--- src/rtl/image_rom_arbiter.sv ---
// Round-robin arbiter sharing one synchronous image ROM among N_REQ sprite drawers, with burst lock and id-tagged responses.
// Optional macro IMG_ROM_ARB_RSP_REG_EN adds an output register stage (response latency 2 instead of 1).
`timescale 1ns/1ps

module image_rom_arbiter #(
  parameter int N_REQ     = 4,
  parameter int AW        = 12,
  parameter int DW        = 12,
  parameter int MAX_BURST = 16,
  localparam int IDW      = $clog2(N_REQ)
) (
  input  logic                  clk,
  input  logic                  rst_n,
  input  logic [N_REQ-1:0]      req,
  input  logic [N_REQ-1:0]      lock,
  input  logic [N_REQ*AW-1:0]   addr_flat,
  output logic [N_REQ-1:0]      gnt,
  output logic [AW-1:0]         rom_addr,
  input  logic [DW-1:0]         rom_rgb,
  output logic                  rsp_valid,
  output logic [IDW-1:0]        rsp_id,
  output logic [DW-1:0]         rsp_rgb
);

  localparam int CW = $clog2(MAX_BURST + 1);

  logic [IDW-1:0]     r_rr_ptr;
  logic               r_owner_vld;
  logic [IDW-1:0]     r_owner_id;
  logic [CW-1:0]      r_burst_cnt;
  logic               r_tag_vld;
  logic [IDW-1:0]     r_tag_id;

  logic [2*N_REQ-1:0] w_req_dbl;
  logic [N_REQ-1:0]   w_req_rot;
  logic               w_rot_hit;
  logic [IDW-1:0]     w_rot_ofs;
  logic [IDW:0]       w_rr_sum;
  logic [IDW-1:0]     w_rr_id;
  logic               w_hold;
  logic               w_gnt_vld;
  logic [IDW-1:0]     w_gnt_id;

  // Rotate requests so bit 0 is the requester at rr_ptr; the lowest set bit wins.
  assign w_req_dbl = {req, req};
  assign w_req_rot = N_REQ'(w_req_dbl >> r_rr_ptr);

  always_comb begin
    // NOTE: every combinational output gets a default first so no latch is inferred.
    w_rot_hit = 1'b0;
    w_rot_ofs = '0;
    for (int k = N_REQ - 1; k >= 0; k--) begin
      if (w_req_rot[k]) begin
        w_rot_hit = 1'b1;
        w_rot_ofs = IDW'(k);
      end
    end
  end

  assign w_rr_sum = {1'b0, r_rr_ptr} + {1'b0, w_rot_ofs};
  assign w_rr_id  = (w_rr_sum >= (IDW+1)'(N_REQ)) ? IDW'(w_rr_sum - (IDW+1)'(N_REQ))
                                                   : IDW'(w_rr_sum);

  assign w_hold    = r_owner_vld && req[r_owner_id] && lock[r_owner_id] &&
                     (r_burst_cnt < CW'(MAX_BURST));
  assign w_gnt_vld = rst_n && (w_hold || w_rot_hit);
  assign w_gnt_id  = w_hold ? r_owner_id : w_rr_id;
  assign gnt       = w_gnt_vld ? (N_REQ'(1) << w_gnt_id) : '0;

  always_comb begin
    rom_addr = '0;
    for (int k = 0; k < N_REQ; k++) begin
      if (gnt[k]) rom_addr = addr_flat[k*AW +: AW];
    end
  end

  // A lock grant that did not come through the hold path (fresh owner, or owner
  // re-won by round-robin after exhausting its burst) starts a new burst at 1.
  always_ff @(posedge clk or negedge rst_n) begin
    if (!rst_n) begin
      // NOTE: sequential state uses non-blocking assignments only.
      r_rr_ptr    <= '0;
      r_owner_vld <= 1'b0;
      r_owner_id  <= '0;
      r_burst_cnt <= '0;
    end else if (w_gnt_vld) begin
      r_rr_ptr <= (w_gnt_id == IDW'(N_REQ - 1)) ? '0 : w_gnt_id + 1'b1;
      if (lock[w_gnt_id]) begin
        r_owner_vld <= 1'b1;
        r_owner_id  <= w_gnt_id;
        r_burst_cnt <= w_hold ? r_burst_cnt + 1'b1 : CW'(1);
      end else begin
        r_owner_vld <= 1'b0;
        r_burst_cnt <= '0;
      end
    end else begin
      r_owner_vld <= 1'b0;
      r_burst_cnt <= '0;
    end
  end

  always_ff @(posedge clk or negedge rst_n) begin
    if (!rst_n) begin
      r_tag_vld <= 1'b0;
      r_tag_id  <= '0;
    end else begin
      r_tag_vld <= w_gnt_vld;
      if (w_gnt_vld) r_tag_id <= w_gnt_id;
    end
  end

`ifdef IMG_ROM_ARB_RSP_REG_EN
  logic           r_rsp_vld;
  logic [IDW-1:0] r_rsp_id;
  logic [DW-1:0]  r_rsp_rgb;

  always_ff @(posedge clk or negedge rst_n) begin
    if (!rst_n) begin
      r_rsp_vld <= 1'b0;
      r_rsp_id  <= '0;
      r_rsp_rgb <= '0;
    end else begin
      r_rsp_vld <= r_tag_vld;
      if (r_tag_vld) begin
        r_rsp_id  <= r_tag_id;
        r_rsp_rgb <= rom_rgb;
      end
    end
  end

  assign rsp_valid = r_rsp_vld;
  assign rsp_id    = r_rsp_id;
  assign rsp_rgb   = r_rsp_rgb;
`else
  logic [DW-1:0] r_rgb_hold;

  // ROM data is only valid for one cycle; keep a copy so rsp_rgb holds between words.
  always_ff @(posedge clk or negedge rst_n) begin
    if (!rst_n) begin
      r_rgb_hold <= '0;
    end else if (r_tag_vld) begin
      r_rgb_hold <= rom_rgb;
    end
  end

  assign rsp_valid = r_tag_vld;
  assign rsp_id    = r_tag_id;
  assign rsp_rgb   = r_tag_vld ? rom_rgb : r_rgb_hold;
`endif

endmodule

--- config.mk ---
export PLATFORM = sky130hd
export DESIGN_NAME = image_rom_arbiter
export DESIGN_NICKNAME = d
export VERILOG_FILES = /design/src/rtl/image_rom_arbiter.sv
export SDC_FILE = /design/constraint.sdc
export NUM_CORES = 1
export LEC_CHECK = 0
export ABC_AREA = 1
export BUFFER_PORTS_ARGS = -buffer_cell sky130_fd_sc_hd__clkbuf_2
export CAP_MARGIN = 10
export CORE_ASPECT_RATIO = 0.75
export CORE_MARGIN = 1
export CORE_UTILIZATION = 48
export CTS_CLUSTER_SIZE = 8
export DETAILED_ROUTE_END_ITERATION = 8
export PLACE_DENSITY = 0.86
export SLEW_MARGIN = 20
export SYNTH_ARGS = -nofsm -noshare
export SYNTH_HDL_FRONTEND = slang
export SYNTH_SLANG_ARGS = --single-unit
--- constraint.sdc ---
create_clock -name clk -period 4 [get_ports clk]
set_clock_uncertainty 0.05 [all_clocks]
set_input_delay 0.4 -clock clk [delete_from_list [all_inputs] [get_ports clk]]
set_output_delay 0.4 -clock clk [all_outputs]
set_load 0.05 [all_outputs]
# After elaboration in Yosys (flattened, before gate mapping)
# Cells that the tools add are included.
# totals
regBits,25
# op_classes
addsub,4
order_cmp,4
eq_ne,1
shifts,2
n_mux,28
reduce_logical,6
# ops
op,n
two-way mux 12 bit,5
two-way mux 5 bit,3
two-way mux 2 bit,7
two-way mux 1 bit,9
>> shifter 8 x 2 -> 4 bit,1
binary-select mux 1 bit (select 2 bit),3
"less-than comparator 2 x 3 -> 1 bit, second input constant",2
"adder 5 x 1 -> 5 bit, second input constant",1
"less-than comparator 5 bit, second input constant",1
logical AND 1 bit,4
two-way mux 4 bit,1
"left shift 1 x 2 -> 4 bit, first input constant",1
adder 2 x 2 -> 3 bit,1
">= comparator 3 bit, second input constant",1
"adder 2 x 1 -> 2 bit, second input constant",1
"== test 2 bit, second input constant",1
AND reduction 2 bit,1
"subtractor 2 x 1 -> 2 bit, second input constant",1
logical OR 1 bit,1

# Longest topological paths before layout
# logic_depth
ltp_word,15
depth_mapped,21
mapped_depth_nobuf,20

# Worst setup path after synthesis
# OpenSTA, ideal clock, no wires.
# synth_path
path_type,flip-flop to output port
start,reg r_rr_ptr[0]
end,out rom_addr[10]
t_arrival_ps,2760
required_time_ps,3550
setup_slack_ps,790
stages_incl_launch_ff,21
cell_sequence,dfrtp_1 inv_2 nand2_1 nand3_1 nand2_2 nand3_1 a21boi_0 ha_1 xor2_1 inv_1 nand2_1 nand2_1 nand2_1 nand2_1 inv_1 ha_1 nand2_4 inv_1 buf_2 nand2_1 nand2_1
# synth_between
word_cells_on_any_way,22
# synth_lines
item,line,text
start: declaration,27,logic [IDW-1:0] r_rr_ptr;
start signal: assignment,87,r_rr_ptr <= (w_gnt_id == IDW'(N_REQ - 1)) ? '0 : w_gnt_id + 1'b1;
>> shifter 8 x 2 -> 4 bit,46,assign w_req_rot = N_REQ'(w_req_dbl >> r_rr_ptr);
two-way mux 2 bit (4 in a row),53,if (w_req_rot[k]) begin
adder 2 x 2 -> 3 bit *,60,"assign w_rr_sum = {1'b0, r_rr_ptr} + {1'b0, w_rot_ofs};"
>= comparator 3 bit / subtractor 2 x 1 -> 2 bit (equally long branches),61,assign w_rr_id = (w_rr_sum >= (IDW+1)'(N_REQ)) ? IDW'(w_rr_sum - (IDW+1)'(N_REQ))
two-way mux 2 bit *,61,
two-way mux 2 bit *,67,assign w_gnt_id = w_hold ? r_owner_id : w_rr_id;
via w_gnt_id[1],42,logic [IDW-1:0] w_gnt_id;
left shift 1 x 2 -> 4 bit *,68,assign gnt = w_gnt_vld ? (N_REQ'(1) << w_gnt_id) : '0;
two-way mux 4 bit *,68,
via gnt[3],17,"output logic [N_REQ-1:0] gnt,"
two-way mux 12 bit *,73,if (gnt[k]) rom_addr = addr_flat[k*AW +: AW];
end: declaration,18,"output logic [AW-1:0] rom_addr,"
# Mark *: on every way through the listed nets, which the timed path passes. The rest lies on a longest branch.

# Worst setup path in the final report
# layout_path
start,reg r_rr_ptr[1]
end,out rom_addr[4]
# layout_between
elab_chain_cells,15
word_cells_on_any_way,22
# layout_lines
item,line
>> shifter 8 x 2 -> 4 bit,46
two-way mux 2 bit (4 in a row),53
adder 2 x 2 -> 3 bit,60
>= comparator 3 bit / subtractor 2 x 1 -> 2 bit (equally long branches),61
two-way mux 2 bit,61
two-way mux 2 bit,67
left shift 1 x 2 -> 4 bit,68
two-way mux 4 bit *,68
two-way mux 12 bit (3 in a row),73
two-way mux 12 bit *,73
# Mark *: on every way between the ends. The rest lies on a longest branch, timed or not.

==> results.json <==
{
  "drc": 0,
  "reg2reg_slack_ps": 1530,
  "detail-route-antenna-nets": 0,
  "min_period_ps": 3700,
  "min_path_type": "input port to async pin",
  "relSlewSlack_pct": 67.4,
  "outcome": "finished clean",
  "rows": 18,
  "final-setup-viol-count": 0,
  "htree_num_levels": 1,
  "post-route-period-util_pct": 92.6,
  "root_buffer": "clkbuf_8",
  "design.die.area_um2": 3980,
  "critPathMaxFanout": 7,
  "synth-adder-area-share_pct": 4.20,
  "synth_top_family_by_area": "simple AND/OR/NAND/NOR gates",
  "syn_nets": 330,
  "path_clk_slew_ps": 80,
  "first_pass_iters": 4,
  "syn_inst": 254,
  "fin_tns_setup_ps": 0,
  "synth_area_leaders": "dfrtp_1 (35%), nand2_1 (17%), nand3_1 (13%), mux2_2 (7.6%), inv_1 (6.9%)",
  "cp.arrival_ps": 3250,
  "drt-total-wl_um": 4890,
  "die_x_um": 72.5,
  "syn-cell-area_um2": 1790,
  "drtIter0Drc": 91,
  "synth_cell_types": 26,
  "routedWlPerCell_um": 12.0,
  "grt_pass1_vias": 1615,
  "hpwlAfterDp_um": 3810,
  "final_common_cell": "clkbuf_2",
  "max-cap-violations": 0,
  "grt-ovfl-total": 0,
  "area_growth_syn_to_layout_pct": 35.6,
  "yosys.area_share.simple_pct": 35.8,
  "grtUsageTotal_pct": 23.2,
  "hold_violations": 0,
  "yosys.area.top_type": "dfrtp_1",
  "design.core.area_um2": 3420,
  "avgSynthCellArea_um2": 7.04,
  "grt_pass1_wl_um": 6980,
  "cts.path.max_buffers": 2,
  "yosys_warnings": 0,
  "viasPerCell": 4.95,
  "synth_top_cell_area_share_pct": 35.0,
  "place.gp.congestion": 0.902,
  "start_util_pct": 52.3,
  "slew_violations": 0,
  "drive_gt1_share_pct": 37.5,
  "tightestPinTransition_ps": 488,
  "synth_compound_area_share_pct": 6.57,
  "fp.dieH_um": 54.9,
  "antenna_found_initial": 0,
  "cp-start-kind": "register",
  "synth-seq-cells": 25,
  "cts_inserted_buffers": 3,
  "cts_tree": "done",
  "fmax_mhz": 270,
  "synth_xor_area_share_pct": 0.490,
  "ios": 101,
  "worstSetupPathType": "register to output port",
  "grt_max_degree": 27,
  "layout_common_cells": "clkbuf_2 (94), nand2_1 (82), nand3_1 (46)",
  "antenna_cells": 0,
  "io_buffers": 100,
  "clkLatencyLatePin_ps": 260,
  "nets": 434,
  "ys_seq_area_share_pct": 35.0,
  "synthMuxAreaShare_pct": 7.55,
  "clock-sinks": 25,
  "critical_path.endpoint_type": "output port",
  "cp_data_required_time_ps": 3550,
  "route.vias.total": 2016
}
[flip-flops by register name, summed over array words and instances (netlist names)]
signal	cells
rsp_valid	1
r_rr_ptr	2
r_owner_id	2
r_owner_vld	1
r_rgb_hold	12
rsp_id	2
r_burst_cnt	5
[worst paths after layout]
path / start / to / depth (start not counted)
min in group clk: rom_rgb[2] / r_rgb_hold[2]$_DFF_PN0_ / 2
max in group asynchronous: rst_n / r_rr_ptr[0]$_DFFE_PN0P_ / 2
max reg2reg: r_rr_ptr[1]$_DFFE_PN0P_ / r_rr_ptr[0]$_DFFE_PN0P_ / 15
min reg2reg: r_rgb_hold[9]$_DFF_PN0_ / r_rgb_hold[9]$_DFF_PN0_ / 1
min: rst_n / r_owner_id[0]$_DFFE_PN0P_ / 2
max: r_rr_ptr[1]$_DFFE_PN0P_ / rom_addr[4] / 19
[repair_timing]
item                                    4_1_cts  5_1_grt
gates cloned                                  0        2
hold endpoints to repair                      0        0
endpoints found under the setup margin       12       13
pin swaps                                     0        1
hold buffers                                  0        0
resized for setup                             1       14
setup buffers                                 0        3
[layer usage]
layer | GRT usage [%] | up-vias | part of all wire [%]
met4 | 4.90 | 0 | 0.29
met1 | 30.8 | 924 | 46
met2 | 40.0 | 66 | 48
met5 | 0 | - | 0
li1 | - | 1024 | -
met3 | 4.79 | 2 | 5.4
[Yosys cell counts, drive strengths merged]
| cell type | number |
|---|---|
| nand2 | 86 |
| ha | 6 |
| xor2 | 1 |
| a21boi | 1 |
| nand4 | 1 |
| nor2 | 11 |
| buf | 7 |
| mux2 | 12 |
| nand3b | 1 |
| a21oi | 1 |
| o22ai | 1 |
| inv | 35 |
| nor4 | 2 |
| o21a | 1 |
| nand3 | 46 |
| clkbuf | 1 |
| dfrtp | 25 |
| o21ai | 16 |
[cell families after synthesis]
| group | count (synthesis) |
|---|---|
| mux | 12 |
| compound gates | 20 |
| buf+inv | 43 |
| simple gates | 147 |
| fa+ha+maj | 6 |
| flops | 25 |
| xor+xnor | 1 |
[cell type report]
class | count | area, µm²
Clock buffer | 3 | 41.3
Timing Repair Buffer | 105 | 543
Inverter | 35 | 144
Clock inverter | 1 | 5.00
Multi-Input combinational cell | 187 | 996
Timing Repair inverter | 1 | 7.51
Tap cell | 50 | 62.6
Fill cell | 291 | 997
Sequential cell | 25 | 627
[critical path, cell delays in order, from the launching register on]
cell and delay, ps:
dfrtp_1 450, inv_1 170, nand3_1 110, nand2_2 80, nand3_1 60, a21boi_0 170
ha_1 190, xor2_1 210, nand3_1 120, nand2_1 80, nand2_1 50, nand2_1 130
ha_1 210, clkinvlp_4 190, nor2_4 220, nand2_1 80, nand3_1 110, nand2_1 70
nand2_1 50, buf_2 250
[per-stage QoR]
stage	util (%)	hold slack [ps]	instance area [µm²]	setup slack (ps)	instances
floorplan	-	54.4	1790	790	254
global placement	67.7	374	2320	338	398
detailed placement	67.7	361	2320	200	398
CTS	69.1	75.1	2370	95.3	402
global route	70.9	98.0	2430	-0.841	407
finish	70.9	69.6	2430	296	407
Power is not shown: default switching activity piles up to over one toggle a cycle in this logic, so the estimate is an artifact.
